File: src/rtl/yj_basic_input_debounce_pkg.sv
// -----------------------------------------------------------------------------
// yj_basic_input_debounce_pkg
// Shared defaults and the CNT_MAX legality check for the basic input debounce
// element and its per-bit sub-module.
// No ports (package).
// -----------------------------------------------------------------------------
package yj_basic_input_debounce_pkg;

  localparam int DW_DEFAULT      = 8;
  localparam int CNT_W_DEFAULT   = 16;
  localparam int CNT_MAX_DEFAULT = 1000;
  localparam bit RSTVAL_DEFAULT  = 1'b0;

  // CNT_MAX is legal in 1 .. 2^cnt_w; the upper bound makes CNT_MAX-1 the
  // all-ones counter value, so the counter never needs to wrap.
  function automatic bit cnt_max_legal(input int cnt_w, input longint cnt_max);
    return (cnt_max >= 64'sd1) && (cnt_max <= (64'sd1 <<< cnt_w));
  endfunction

endpackage

File: src/rtl/yj_basic_input_debounce_if.sv
// -----------------------------------------------------------------------------
// yj_basic_input_debounce_if
// Bundles the debouncer's data-side signals.
//   din      : synchronized input levels      (master -> slave)
//   en       : sample tick                    (master -> slave)
//   evt_clr  : per-bit clear of evt_pend      (master -> slave)
//   dout     : debounced levels               (slave -> master)
//   rise     : one-cycle 0->1 pulses          (slave -> master)
//   fall     : one-cycle 1->0 pulses          (slave -> master)
//   evt_pend : sticky edge flags              (slave -> master)
// -----------------------------------------------------------------------------
interface yj_basic_input_debounce_if
  import yj_basic_input_debounce_pkg::*;
#(
  parameter int DW = DW_DEFAULT
);

  logic [DW-1:0] din;
  logic          en;
  logic [DW-1:0] evt_clr;
  logic [DW-1:0] dout;
  logic [DW-1:0] rise;
  logic [DW-1:0] fall;
  logic [DW-1:0] evt_pend;

  modport master (
    output din, en, evt_clr,
    input  dout, rise, fall, evt_pend
  );

  modport slave (
    input  din, en, evt_clr,
    output dout, rise, fall, evt_pend
  );

endinterface

File: src/rtl/yj_basic_debounce_bit.sv
// -----------------------------------------------------------------------------
// yj_basic_debounce_bit
// One bit of the debouncer: stability counter, accepted level, registered
// rise/fall pulses and sticky event flag.
//   CLK      : clock, all state on posedge
//   RST      : synchronous active-high reset
//   din      : synchronized input level
//   en       : sample tick
//   evt_clr  : clear for evt_pend (loses to a simultaneous accept)
//   dout     : debounced level
//   rise     : one-cycle pulse in the first cycle dout shows 1
//   fall     : one-cycle pulse in the first cycle dout shows 0
//   evt_pend : sticky flag, set by any accepted edge
// -----------------------------------------------------------------------------
module yj_basic_debounce_bit
  import yj_basic_input_debounce_pkg::*;
#(
  parameter int CNT_W   = CNT_W_DEFAULT,
  parameter int CNT_MAX = CNT_MAX_DEFAULT,
  parameter bit RSTVAL  = RSTVAL_DEFAULT
) (
  input  logic CLK,
  input  logic RST,
  input  logic din,
  input  logic en,
  input  logic evt_clr,
  output logic dout,
  output logic rise,
  output logic fall,
  output logic evt_pend
);

  if (!cnt_max_legal(CNT_W, CNT_MAX)) begin : g_bad_cnt_max
    $error("yj_basic_debounce_bit: CNT_MAX=%0d outside 1..2^%0d", CNT_MAX, CNT_W);
  end

  localparam logic [CNT_W-1:0] CNT_LAST = CNT_W'(CNT_MAX - 1);

  logic [CNT_W-1:0] cnt;
  logic             differs;
  logic             accept;

  assign differs = (din != dout);
  // The new level has held for CNT_MAX qualifying samples including this one.
  assign accept  = differs && en && (cnt == CNT_LAST);

  // NOTE: sequential state uses non-blocking assignments so every register
  // samples pre-edge values and simulation matches the synthesized flops.
  always_ff @(posedge CLK) begin
    if (RST) begin
      // NOTE: reset is synchronous; RST is only looked at on the clock edge
      // and overrides every other input, discarding any count in progress.
      cnt      <= '0;
      dout     <= RSTVAL;
      rise     <= 1'b0;
      fall     <= 1'b0;
      evt_pend <= 1'b0;
    end else begin
      rise <= accept &&  din;
      fall <= accept && !din;

      if (!differs) begin
        // Level agrees with the accepted value: any glitch progress is dropped.
        cnt <= '0;
      end else if (accept) begin
        dout <= din;
        cnt  <= '0;
      end else if (en) begin
        cnt <= cnt + CNT_W'(1);
      end

      // Set wins over clear so an edge landing on a clear is never lost.
      if (accept) begin
        evt_pend <= 1'b1;
      end else if (evt_clr) begin
        evt_pend <= 1'b0;
      end
    end
  end

endmodule

File: src/rtl/yj_basic_input_debounce.sv
// -----------------------------------------------------------------------------
// yj_basic_input_debounce
// DW independent debouncers / edge detectors for already-synchronized slow
// inputs (buttons, limit switches, strobes). All outputs are registered.
//   CLK : clock, all state on posedge
//   RST : synchronous active-high reset
//   bus : slave side of yj_basic_input_debounce_if
//         (din, en, evt_clr in; dout, rise, fall, evt_pend out)
// -----------------------------------------------------------------------------
module yj_basic_input_debounce
  import yj_basic_input_debounce_pkg::*;
#(
  parameter int DW      = DW_DEFAULT,
  parameter int CNT_W   = CNT_W_DEFAULT,
  parameter int CNT_MAX = CNT_MAX_DEFAULT,
  parameter bit RSTVAL  = RSTVAL_DEFAULT
) (
  input logic                      CLK,
  input logic                      RST,
  yj_basic_input_debounce_if.slave bus
);

  if (!cnt_max_legal(CNT_W, CNT_MAX)) begin : g_bad_cnt_max
    $error("yj_basic_input_debounce: CNT_MAX=%0d outside 1..2^%0d", CNT_MAX, CNT_W);
  end

  logic [DW-1:0] dout;
  logic [DW-1:0] rise;
  logic [DW-1:0] fall;
  logic [DW-1:0] evt_pend;

  for (genvar i = 0; i < DW; i++) begin : g_bit
    yj_basic_debounce_bit #(
      .CNT_W   (CNT_W),
      .CNT_MAX (CNT_MAX),
      .RSTVAL  (RSTVAL)
    ) u_bit (
      .CLK      (CLK),
      .RST      (RST),
      .din      (bus.din[i]),
      .en       (bus.en),
      .evt_clr  (bus.evt_clr[i]),
      .dout     (dout[i]),
      .rise     (rise[i]),
      .fall     (fall[i]),
      .evt_pend (evt_pend[i])
    );
  end

  assign bus.dout     = dout;
  assign bus.rise     = rise;
  assign bus.fall     = fall;
  assign bus.evt_pend = evt_pend;

endmodule

File: src/flat_wrapper.sv
// flat-port wrapper written by rule: the top's interface ports become plain ports
module yj_basic_input_debounce_flat import yj_basic_input_debounce_pkg::*;
#(
  parameter int DW      = DW_DEFAULT,
  parameter int CNT_W   = CNT_W_DEFAULT,
  parameter int CNT_MAX = CNT_MAX_DEFAULT,
  parameter bit RSTVAL  = RSTVAL_DEFAULT
)
  (CLK, RST, bus_din, bus_en, bus_evt_clr, bus_dout, bus_rise, bus_fall, bus_evt_pend);
  yj_basic_input_debounce_if #(.DW(DW)) bus_i ();
  input logic CLK;
  input logic RST;
  input wire logic [$bits(bus_i.din)-1:0] bus_din;
  input wire logic [$bits(bus_i.en)-1:0] bus_en;
  input wire logic [$bits(bus_i.evt_clr)-1:0] bus_evt_clr;
  output wire logic [$bits(bus_i.dout)-1:0] bus_dout;
  output wire logic [$bits(bus_i.rise)-1:0] bus_rise;
  output wire logic [$bits(bus_i.fall)-1:0] bus_fall;
  output wire logic [$bits(bus_i.evt_pend)-1:0] bus_evt_pend;
  assign bus_i.din = bus_din;
  assign bus_i.en = bus_en;
  assign bus_i.evt_clr = bus_evt_clr;
  assign bus_dout = bus_i.dout;
  assign bus_rise = bus_i.rise;
  assign bus_fall = bus_i.fall;
  assign bus_evt_pend = bus_i.evt_pend;
  yj_basic_input_debounce #(.DW(DW), .CNT_W(CNT_W), .CNT_MAX(CNT_MAX), .RSTVAL(RSTVAL)) u_core (.CLK(CLK), .RST(RST), .bus(bus_i));
endmodule
File: config.mk
export PLATFORM = sky130hd
export DESIGN_NAME = yj_basic_input_debounce_flat
export DESIGN_NICKNAME = d
export VERILOG_FILES = /design/src/rtl/yj_basic_input_debounce_pkg.sv /design/src/rtl/yj_basic_input_debounce_if.sv /design/src/rtl/yj_basic_debounce_bit.sv /design/src/rtl/yj_basic_input_debounce.sv /design/src/flat_wrapper.sv
export SDC_FILE = /design/constraint.sdc
export NUM_CORES = 1
export LEC_CHECK = 0
export BUFFER_PORTS_ARGS = -buffer_cell sky130_fd_sc_hd__buf_2
export CORE_UTILIZATION = 54
export DETAILED_ROUTE_END_ITERATION = 10
export GPL_TIMING_DRIVEN = 0
export PLACE_DENSITY = 0.71
export REMOVE_ABC_BUFFERS = 1
export SETUP_SLACK_MARGIN = 0.05
export SYNTH_ARGS = -nofsm -noshare
export SYNTH_HDL_FRONTEND = slang
export SYNTH_SLANG_ARGS = --single-unit
export TNS_END_PERCENT = 5
File: constraint.sdc
create_clock -name CLK -period 4.7 [get_ports CLK]
set_input_delay 0.94 -clock CLK [delete_from_list [all_inputs] [get_ports CLK]]
set_output_delay 0.94 -clock CLK [all_outputs]
set_load 0.005 [all_outputs]
==> metrics.md, run 1 <==
| Metric | Value |
|---|---|
| NumNets Final | just under 900 |
| CP peak stage delay | 0.73 ns |
| Final setup viols | 0 |
| Pre-CTS WS | 1.112 ns |
| CP max stage cell | buf_2 |
| Final HPWL DP | a little over 9 mm |
| Register bit total from synthesis | 160 |
| Reg area | roughly 0.0032 mm² |
| WL/cell | about 13 µm |
| Post_cts resized | 0 |
| Total iterations of the first detailed-routing run | 4 |
| Max VDD drop | between 0.2 and 0.25 mV |
| Mapped Avg Cell Area | slightly below 9 µm² |
| Total Power | approximately 0.0028 W |
| Max-Cap Viols | 0 |
| Num Clock Sinks | 160 |
| Rows | a little over 40 |
| Clock root buffer | clkbuf_16 |
| TritonCTS clock tree | done |
| YS warnings | 0 |
| Final hold vios | 0 |
| Via density | ~5.5 |
| Fillers | approximately 1100 |
| FMAX | between 0.3 and 0.4 GHz |
| Initial antenna violation count | 0 |
| Family with the most delay on the worst path | simple AND/OR/NAND/NOR gates |
| Status | completed |
| Final worst-path cycle share | ~70% |
| Hold Path Class | register to register |
| Iteration-0 DRC Markers | slightly above 300 |
| Vias in the first global route | approximately 5200 |
| DRC | 0 |
| Clock Latency Late Sink | approximately 0.42 ns |
| Crit path from | bus_en |
| Initial Util | a little under three fifths |
| Pin count of the biggest net entering global routing | a little over 50 |
| Via count | 5623 |
| Cells after synthesis | about 830 |
| I/O Buffers | 50 |
| Overflow after GRT | 0 |
| Max transition margin | a little under a third |
| Design area | around 0.0079 mm² |
| H-Tree Depth | 4 |
| Area of the multi-input gates | roughly 0.0036 mm² |
| Slew @ Worst Pin | between 1 and 1.5 ns |
| Sequential area share after synthesis | 44.25% |
| Global-route usage over all layers | 20.50% |
| Worst Hold Launch | u_core.g_bit[4].u_bit.evt_pend |
| Clock buffer depth | 2 |
| Most frequent cells in the layout | 160 x dfxtp_1, 152 x nor2_1, 92 x xnor2_1, 53 x nand2_1 |
| Crit path time final | approximately 3.2 ns |
| DP Area | about 0.0073 mm² |
| Post-Route WL | ~14 mm |
| Area grow syn2layout | 9.438% |
| Worst-path clk slew | about 0.06 ns |
| Core area | 0.01282 mm² |
| Met2 Use GR | between 30% and 40% |
| Clk_skew | between 0.006 and 0.007 ns |
| Pwr/cell area | approximately 350 mW/mm² |
| Crit path DAT | 3.47 ns |
| Max Transition Viols Final | 0 |
| Num ports | a little over 50 |
| Met3 usage | between 5 and 6% |
| Final Worst Setup Slack | 1.504 ns |
| Critical path launch point type | input pin |
| Die height | about 120 µm |
| Leakage | 2.665 nW |
| Commonest non-fill, non-tap cell in the layout | dfxtp_1 |
| Final core area utilization | 61.77% |
| Hold-fix buffers, CTS | 0 |
| Placer Congestion | 0.8128 |
| N_diodes | 0 |
| DIE WIDTH | around 120 µm |
| Worst R2R Start | u_core.g_bit[0].u_bit.cnt[0] |
| M1 GR Usage | 23.90% |
| Buf/Inv on CP | 1 |
| Global route hottest layer | met2 |
| CP cell instances | buf_2 > nand3_1 > or4b_1 > o211ai_2 > nor2_1 |
| DIE AREA | 0.01387 mm² |
| RSZ-0062 raised after global routing | false |
| Routed Antenna Nets | 0 |
| First-pass GRT wire length | between 20 and 25 mm |
| WS Path Type | input pin to register |
| Share of post-route cells with drive strength above 1 | 10.42% |
| Setup TNS Final | 0 ns |
| Cell Area, Synth | slightly above 0.007 mm² |
| Setup Fix Bufs, Post-CTS | 0 |
| Critical path data required time | between 4 and 5 ns |
| CTS buffer count | 17 |
| Synth cell types | 44 |
| Crit path max fanout | 50 |
| Critical path capture point type | register |
[per-stage QoR]
stage | cells | hold slack (ns)
2_1_floorplan | 773 | 0.4388
3_3_place_gp | 995 | 0.4355
3_5_place_dp | 995 | 0.4383
4_1_cts | 1026 | 0.4476
5_1_grt | 1026 | 0.4734
6_report | 1026 | 0.4418
[routing by layer]
| metal | share of wire (%) | vias to the layer above |
|---|---|---|
| li1 | - | 2849 |
| met3 | 4.6 | 13 |
| met5 | 0 | - |
| met4 | 1.2 | 0 |
| met2 | 49 | 108 |
| met1 | 45 | 2653 |
[sequential cells by signal, summed over array words and instances, names as in the netlist]
signal and flops:
u_core.g_bit.u_bit.cnt 128, u_core.g_bit.u_bit.dout 8, u_core.g_bit.u_bit.evt_pend 8, u_core.g_bit.u_bit.fall 8
u_core.g_bit.u_bit.rise 8
[synth_stat cells, drive strengths merged]
library cell / number / area share [%]
a21o: 1 / 0.10
a21oi: 11 / 0.76
a31o: 2 / 0.24
and2: 5 / 0.43
and3: 10 / 0.86
and4: 3 / 0.36
buf: 43 / 4.3
clkbuf: 12 / 0.62
dfxtp: 160 / 44
ha: 8 / 1.4
inv: 18 / 0.93
mux2: 1 / 0.16
mux2i: 12 / 1.7
nand2: 54 / 2.8
nand2b: 11 / 0.99
nand3: 33 / 2.3
nand4: 50 / 4.3
nor2: 152 / 7.9
nor2b: 2 / 0.17
nor3: 33 / 2.3
nor3b: 5 / 0.52
nor4: 49 / 4.3
nor4b: 2 / 0.24
o211ai: 2 / 0.47
o21ai: 5 / 0.40
o31ai: 3 / 0.31
or2: 2 / 0.21
or3: 2 / 0.24
or4: 12 / 1.3
or4b: 1 / 0.14
xnor2: 92 / 11
xor2: 32 / 3.9
[final cells by class]
type | instances | share of cell area (%)
multi-input combinational | 595 | 45.57
sequential | 160 | 40.44
clock buffer | 25 | 6.255
timing repair buffer | 50 | 3.159
tap | 172 | 2.717
clock inverter | 6 | 1.011
inverter | 18 | 0.8529
[tightest hold or removal path, delay by kind of cell (launching register included)]
family | cells | cell delay (ns)
flip-flops | 1 | 0.31
AND/OR/NAND/NOR | 2 | 0.09
[cells by family after synthesis]
family,Yosys count,share of synthesized area [%]
flops,160,44.25
compound gates,24,2.282
xor+xnor,124,15.00
buf+inv,73,5.877
mux,13,1.815
simple gates,426,29.39
fa+ha+maj,8,1.383
[power by group]
part	internal [W]	leakage, nW	total [W]	switching, W
sequential	0.00136	1.29	0.00137	0.00000490
clock	0.000832	0.287	0.00134	0.000508
combinational	0.0000221	1.09	0.0000684	0.0000463
total	0.00222	2.67	0.00278	0.000559
[worst paths after layout]
kind | cells past startpoint | to | slack [ns]
worst max-delay path | 5 | u_core.g_bit[0].u_bit.cnt[10] | 1.50
worst min register to register | 2 | u_core.g_bit[4].u_bit.evt_pend | 0.44
worst min-delay path | 2 | u_core.g_bit[4].u_bit.evt_pend | 0.44
worst max register to register | 5 | u_core.g_bit[0].u_bit.cnt[10] | 2.42
(Power assumes the default switching activity.)
==> run 2: changes to the inputs <==
--- a/config.mk
+++ b/config.mk
@@ -9,7 +9,7 @@
 export CORE_UTILIZATION = 54
 export DETAILED_ROUTE_END_ITERATION = 10
 export GPL_TIMING_DRIVEN = 0
-export PLACE_DENSITY = 0.71
+export PLACE_DENSITY = 0.73
 export REMOVE_ABC_BUFFERS = 1
 export SETUP_SLACK_MARGIN = 0.05
 export SYNTH_ARGS = -nofsm -noshare
==> constraint.sdc (replaced) <==
create_clock -name CLK -period 2.7 [get_ports CLK]
set_input_delay 0.54 -clock CLK [delete_from_list [all_inputs] [get_ports CLK]]
set_output_delay 0.54 -clock CLK [all_outputs]
set_load 0.005 [all_outputs]
==> run 2 against run 1 <==
Net effect: worst hold slack worse by 0.12 ns; final area up 0.68%; sequential share of layout area down 0.27 points; sequential power up 74%; sequential cell count unchanged; total power up 80%; combinational power up 71%; non-clock buffer count unchanged; first-iteration DRC count up 15%; critical path depth unchanged; clock-buffer cell count down 2.
==> metrics.md, run 2 (synthesized netlist as in run 1, its figures left out) <==
| Metric | Value |
|---|---|
| DRC | 0 |
| Max VDD drop | ~0.48 mV |
| Max-Cap Viols | 0 |
| Final Worst Setup Slack | between 0.2 and 0.3 ns |
| Buf/Inv on CP | 1 |
| Global-route usage over all layers | approximately a fifth |
| CP peak stage delay | roughly 0.64 ns |
| Pre-CTS WS | -0.5477 ns |
| Worst R2R End | u_core.g_bit[0].u_bit.cnt[8] |
| CP max stage cell | or4b_1 |
| Share of post-route cells with drive strength above 1 | roughly 11% |
| Iteration-0 DRC Markers | about 350 |
| Crit path time final | between 2 and 2.5 ns |
| Critical path data required time | approximately 3.0 ns |
| Destination of the worst hold path | u_core.g_bit[4].u_bit.fall |
| RSZ-0062 raised after global routing | false |
| Clock Latency Late Sink | approximately 0.43 ns |
| First-pass GRT wire length | between 20 and 25 mm |
| Total Power | ~0.005 W |
| Post-Route WL | approximately 14 mm |
| Die height | roughly 120 µm |
| Clock root buffer | clkbuf_16 |
| Family with the most delay on the worst path | simple AND/OR/NAND/NOR gates |
| WS Path Type | input pin to register |
| NumNets Final | 869 |
| Crit path max fanout | 50 |
| Num Clock Sinks | 160 |
| Crit path DAT | approximately 2.7 ns |
| Final HPWL DP | 9.488 mm |
| CP cell instances | buf_4 > nand3_1 > or4b_1 > o211ai_2 > nor2_1 |
| Design area | around 0.008 mm² |
| Vias in the first global route | about 5500 |
| Pin count of the biggest net entering global routing | 51 |
| Final worst-path cycle share | between 90% and 100% |
| Setup Fix Bufs, Post-CTS | 0 |
| Clk_skew | between 0.008 and 0.009 ns |
| R2R cell count | 5 |
| Num ports | between 50 and 60 |
| Initial antenna violation count | 0 |
| Max Transition Viols Final | 0 |
| H-Tree Depth | 4 |
| Most frequent cells in the layout | 160 x dfxtp_1, 152 x nor2_1, 92 x xnor2_1, 53 x nand2_1, 50 x nand4_1 |
| Rows | 41 |
| DIE AREA | ~0.014 mm² |
| Final hold vios | 0 |
| DIE WIDTH | 117.8 µm |
| Total iterations of the first detailed-routing run | 4 |
| Worst Hold Launch | bus_din[4] |
| Commonest non-fill, non-tap cell in the layout | dfxtp_1 |
| WL/cell | between 10 and 15 µm |
| FMAX | 0.4102 GHz |
| Leakage | 2.685 nW |
| Critical path capture point type | register |
| Biggest register | u_core.g_bit.u_bit.cnt |
| Via count | ~5700 |
| Hold Path Class | input pin to register |
| Overflow after GRT | 0 |
| Final core area utilization | slightly above 60% |
| Pwr/cell area | between 600 and 700 mW/mm² |
| Slew @ Worst Pin | roughly 1.0 ns |
| Max reg flops | about 130 |
| N_diodes | 0 |
| Worst-path clk slew | roughly 0.060 ns |
| Hold Path Stages | 2 |
| Routed Antenna Nets | 0 |
| R2R setup slack | roughly 0.46 ns |
| Status | completed |
| Via density | 5.518 |
| Setup TNS Final | 0 ns |
| Critical path launch point type | input pin |
| Worst R2R Start | u_core.g_bit[0].u_bit.cnt[0] |
| Clock buffer depth | 2 |
| TritonCTS clock tree | done |
| I/O Buffers | 50 |
| Area grow syn2layout | 10.18% |
| CTS buffer count | 17 |
| Final setup viols | 0 |
| Max transition margin | between 20% and 30% |
| Placer Congestion | about 0.84 |
| DP Area | ~0.0073 mm² |
| Initial Util | between 50% and 60% |
| Core area | 0.01282 mm² |
[run 2: layout make-up]
| cell class | instances | area (µm²) |
|---|---|---|
| timing repair buffer | 50 | 252.7 |
| clock buffer | 23 | 498.0 |
| clock inverter | 9 | 128.9 |
| multi-input combinational | 595 | 3610 |
| inverter | 18 | 67.56 |
| fill | 1099 | 4850 |
| sequential | 160 | 3203 |
| tap | 172 | 215.2 |
[run 2: per-layer routing]
layer / vias to the layer above / wire length [µm] / track usage [%]
li1: 2849 / - / -
met1: 2708 / 6255 / 24.45
met2: 88 / 6928 / 36.47
met3: 22 / 493 / 5.184
met4: 0 / 222 / 8.894
met5: - / 0 / 0
[run 2: worst max path at each step]
stage                                 startpoint                       endpoint  slack [ns]  depth (start not counted)
floorplan           u_core.g_bit[2].u_bit.cnt[3]     u_core.g_bit[2].u_bit.dout        0.82                          4
global placement                          bus_en   u_core.g_bit[0].u_bit.cnt[0]       -0.47                          5
detailed placement                        bus_en  u_core.g_bit[0].u_bit.cnt[14]       -0.55                          5
CTS                                       bus_en  u_core.g_bit[0].u_bit.cnt[14]        0.31                          5
global route                              bus_en   u_core.g_bit[0].u_bit.cnt[8]        0.11                          5
finish                                    bus_en   u_core.g_bit[0].u_bit.cnt[8]        0.26                          5
[run 2: per-stage QoR]
step | hold WS (ns) | std cells
after global placement | 0.4341 | 995
after detailed placement | 0.4362 | 995
after global routing | 0.3282 | 1027
after CTS | 0.3179 | 1027
after floorplan | 0.4388 | 773
final | 0.3265 | 1027
[run 2: power by group]
part | switching, W | internal [W]
Combinational | 0.0000783 | 0.0000387
Sequential | 0.00000821 | 0.00237
Clock | 0.000926 | 0.00157
Total | 0.00101 | 0.00398
[run 2: repair_timing]
| action | 4_1_cts | 5_1_grt |
|---|---|---|
| setup endpoints to repair | 15 | 0 |
| hold buffers | 0 | 0 |
| gates resized for setup | 1 | 0 |
==> run 3: changes to the inputs <==
--- a/config.mk
+++ b/config.mk
@@ -5,7 +5,7 @@
 export SDC_FILE = /design/constraint.sdc
 export NUM_CORES = 1
 export LEC_CHECK = 0
-export BUFFER_PORTS_ARGS = -buffer_cell sky130_fd_sc_hd__buf_2
+export BUFFER_PORTS_ARGS = -buffer_cell sky130_fd_sc_hd__buf_4
 export CORE_UTILIZATION = 54
 export DETAILED_ROUTE_END_ITERATION = 10
 export GPL_TIMING_DRIVEN = 0
==> run 3 against run 2 <==
Net effect: worst setup slack gained 0.051 ns; core utilization grew 1.5 points; clock-buffer cell count shrank 5; via count grew 0.26%; sequential share of layout area shrank 0.97 points; sequential cell count is the same; largest power group unchanged; fmax grew 2.2%; critical endpoint is now u_core.g_bit[0].u_bit.cnt[3]; global-route usage is essentially flat; total power grew 6.5%; sequential power is essentially flat.
==> metrics.md, run 3 (synthesized netlist as in run 1, its figures left out) <==
| Metric | Value |
|---|---|
| Core area | 0.01282 mm² |
| Final HPWL DP | ~9.3 mm |
| First-pass GRT wire length | 24.05 mm |
| CP peak stage delay | 0.62 ns |
| RSZ-0062 raised after global routing | false |
| Initial Util | 56.44% |
| Final Worst Setup Slack | about 0.31 ns |
| CP cell instances | buf_4 > nand3_1 > or4b_1 > o211ai_2 > nor2_1 |
| Commonest non-fill, non-tap cell in the layout | dfxtp_1 |
| Buf/Inv on CP | 1 |
| Area grow syn2layout | 12.90% |
| Iteration-0 DRC Markers | 350 |
| N_diodes | 0 |
| FMAX | about 0.42 GHz |
| DIE AREA | around 0.014 mm² |
| Routed Antenna Nets | 0 |
| Most frequent cells in the layout | 160 x dfxtp_1, 152 x nor2_1, 92 x xnor2_1, 53 x nand2_1 |
| Pin count of the biggest net entering global routing | just over 50 |
| H-Tree Depth | 4 |
| Slew @ Worst Pin | ~1.1 ns |
| CP max stage cell | or4b_1 |
| Final setup viols | 0 |
| Die height | about 120 µm |
| Leakage | 2.714 nW |
| Crit path DAT | ~2.7 ns |
| Cells after DPL | around 1000 |
| NumNets Final | roughly 870 |
| Share of post-route cells with drive strength above 1 | 10.99% |
| Crit path time final | 2.387 ns |
| Rows | between 40 and 50 |
| Max-Cap Viols | 0 |
| I/O Buffers | 50 |
| Max VDD drop | ~0.45 mV |
| TritonCTS clock tree | done |
| Hold-fix buffers, CTS | 0 |
| Global-route usage over all layers | a little over a fifth |
| Worst-path clk slew | roughly 0.060 ns |
| Final std cells w/o fill | roughly 1000 |
| Post-Route WL | ~14 mm |
| Overflow after GRT | 0 |
| Clk_skew | just over 0.006 ns |
| Num ports | ~50 |
| Total iterations of the first detailed-routing run | 5 |
| Status | completed |
| Setup Fix Bufs, Post-CTS | 0 |
| Num Clock Sinks | between 150 and 200 |
| Critical path launch point type | input pin |
| CTS buffer count | 17 |
| Initial antenna violation count | 0 |
| Max Transition Viols Final | 0 |
| Max reg flops | 128 |
| Max transition margin | approximately 28% |
| Final hold vios | 0 |
| Crit path max fanout | 50 |
| Clock buffer depth | 2 |
| DIE WIDTH | ~120 µm |
| Pre-CTS WS | -0.1743 ns |
| Clock Latency Late Sink | between 0.4 and 0.5 ns |
| Post_cts resized | 0 |
| Critical path data required time | approximately 3.0 ns |
| Via density | 5.533 |
| DRC | 0 |
| Family with the most delay on the worst path | simple AND/OR/NAND/NOR gates |
| Setup TNS Final | 0 ns |
| Vias in the first global route | roughly 5400 |
| Biggest register | u_core.g_bit.u_bit.cnt |
| Placer Congestion | around 0.83 |
| WL/cell | approximately 14 µm |
| Clock root buffer | clkbuf_16 |
| Via count | approximately 5700 |
| WS Path Type | input pin to register |
| Pwr/cell area | 651.1 mW/mm² |
| Critical path capture point type | register |
| Final worst-path cycle share | roughly nine tenths |
| Hold Path Class | input pin to register |
==> run 3: layout make-up <==
class / instances / area, µm²
fillers: 1060 / 4653
multi-input cells: 595 / 3610
flip-flops and latches: 160 / 3203
clock buffers: 18 / 439.2
repair buffers: 50 / 375.4
clock inverters: 14 / 261.5
well taps: 172 / 215.2
inverters: 18 / 67.56
==> run 3: metal layers <==
metal,wire (µm),share of wire [%],vias to the layer above,GRT usage [%]
li1,-,-,2852,-
met4,297,2.1,0,9.535
met5,0,0,-,0
met2,6835,49,115,36.03
met3,529,3.8,26,5.184
met1,6229,45,2689,24.62
==> run 3: final timing paths <==
check	slack, ns	cells after the start	from	endpoint
worst min register to register	0.44	2	u_core.g_bit[3].u_bit.evt_pend	u_core.g_bit[3].u_bit.evt_pend
worst min-delay path	0.30	2	bus_din[4]	u_core.g_bit[4].u_bit.fall
worst max register to register	0.37	4	u_core.g_bit[3].u_bit.cnt[6]	u_core.g_bit[3].u_bit.cnt[11]
worst max-delay path	0.31	5	bus_en	u_core.g_bit[0].u_bit.cnt[3]
==> run 3: stage by stage <==
| stage | util [%] | hold slack (ns) | total power (W) | area [µm²] |
|---|---|---|---|---|
| after floorplan | - | 0.4388 | 0.002491 | 6880 |
| after global placement | 58.25 | 0.4385 | 0.002548 | 7471 |
| after detailed placement | 58.25 | 0.4382 | 0.002555 | 7471 |
| after CTS | 63.72 | 0.2891 | 0.005363 | 8172 |
| after global routing | 63.72 | 0.3030 | 0.005478 | 8172 |
| final | 63.72 | 0.3024 | 0.005320 | 8172 |
==> run 3: where the power goes <==
part | total, W | switching (W) | internal, W | leakage, nW
clock | 0.00282 | 0.000969 | 0.00185 | 0.324
sequential | 0.00238 | 0.00000867 | 0.00237 | 1.29
combinational | 0.000125 | 0.0000790 | 0.0000458 | 1.10
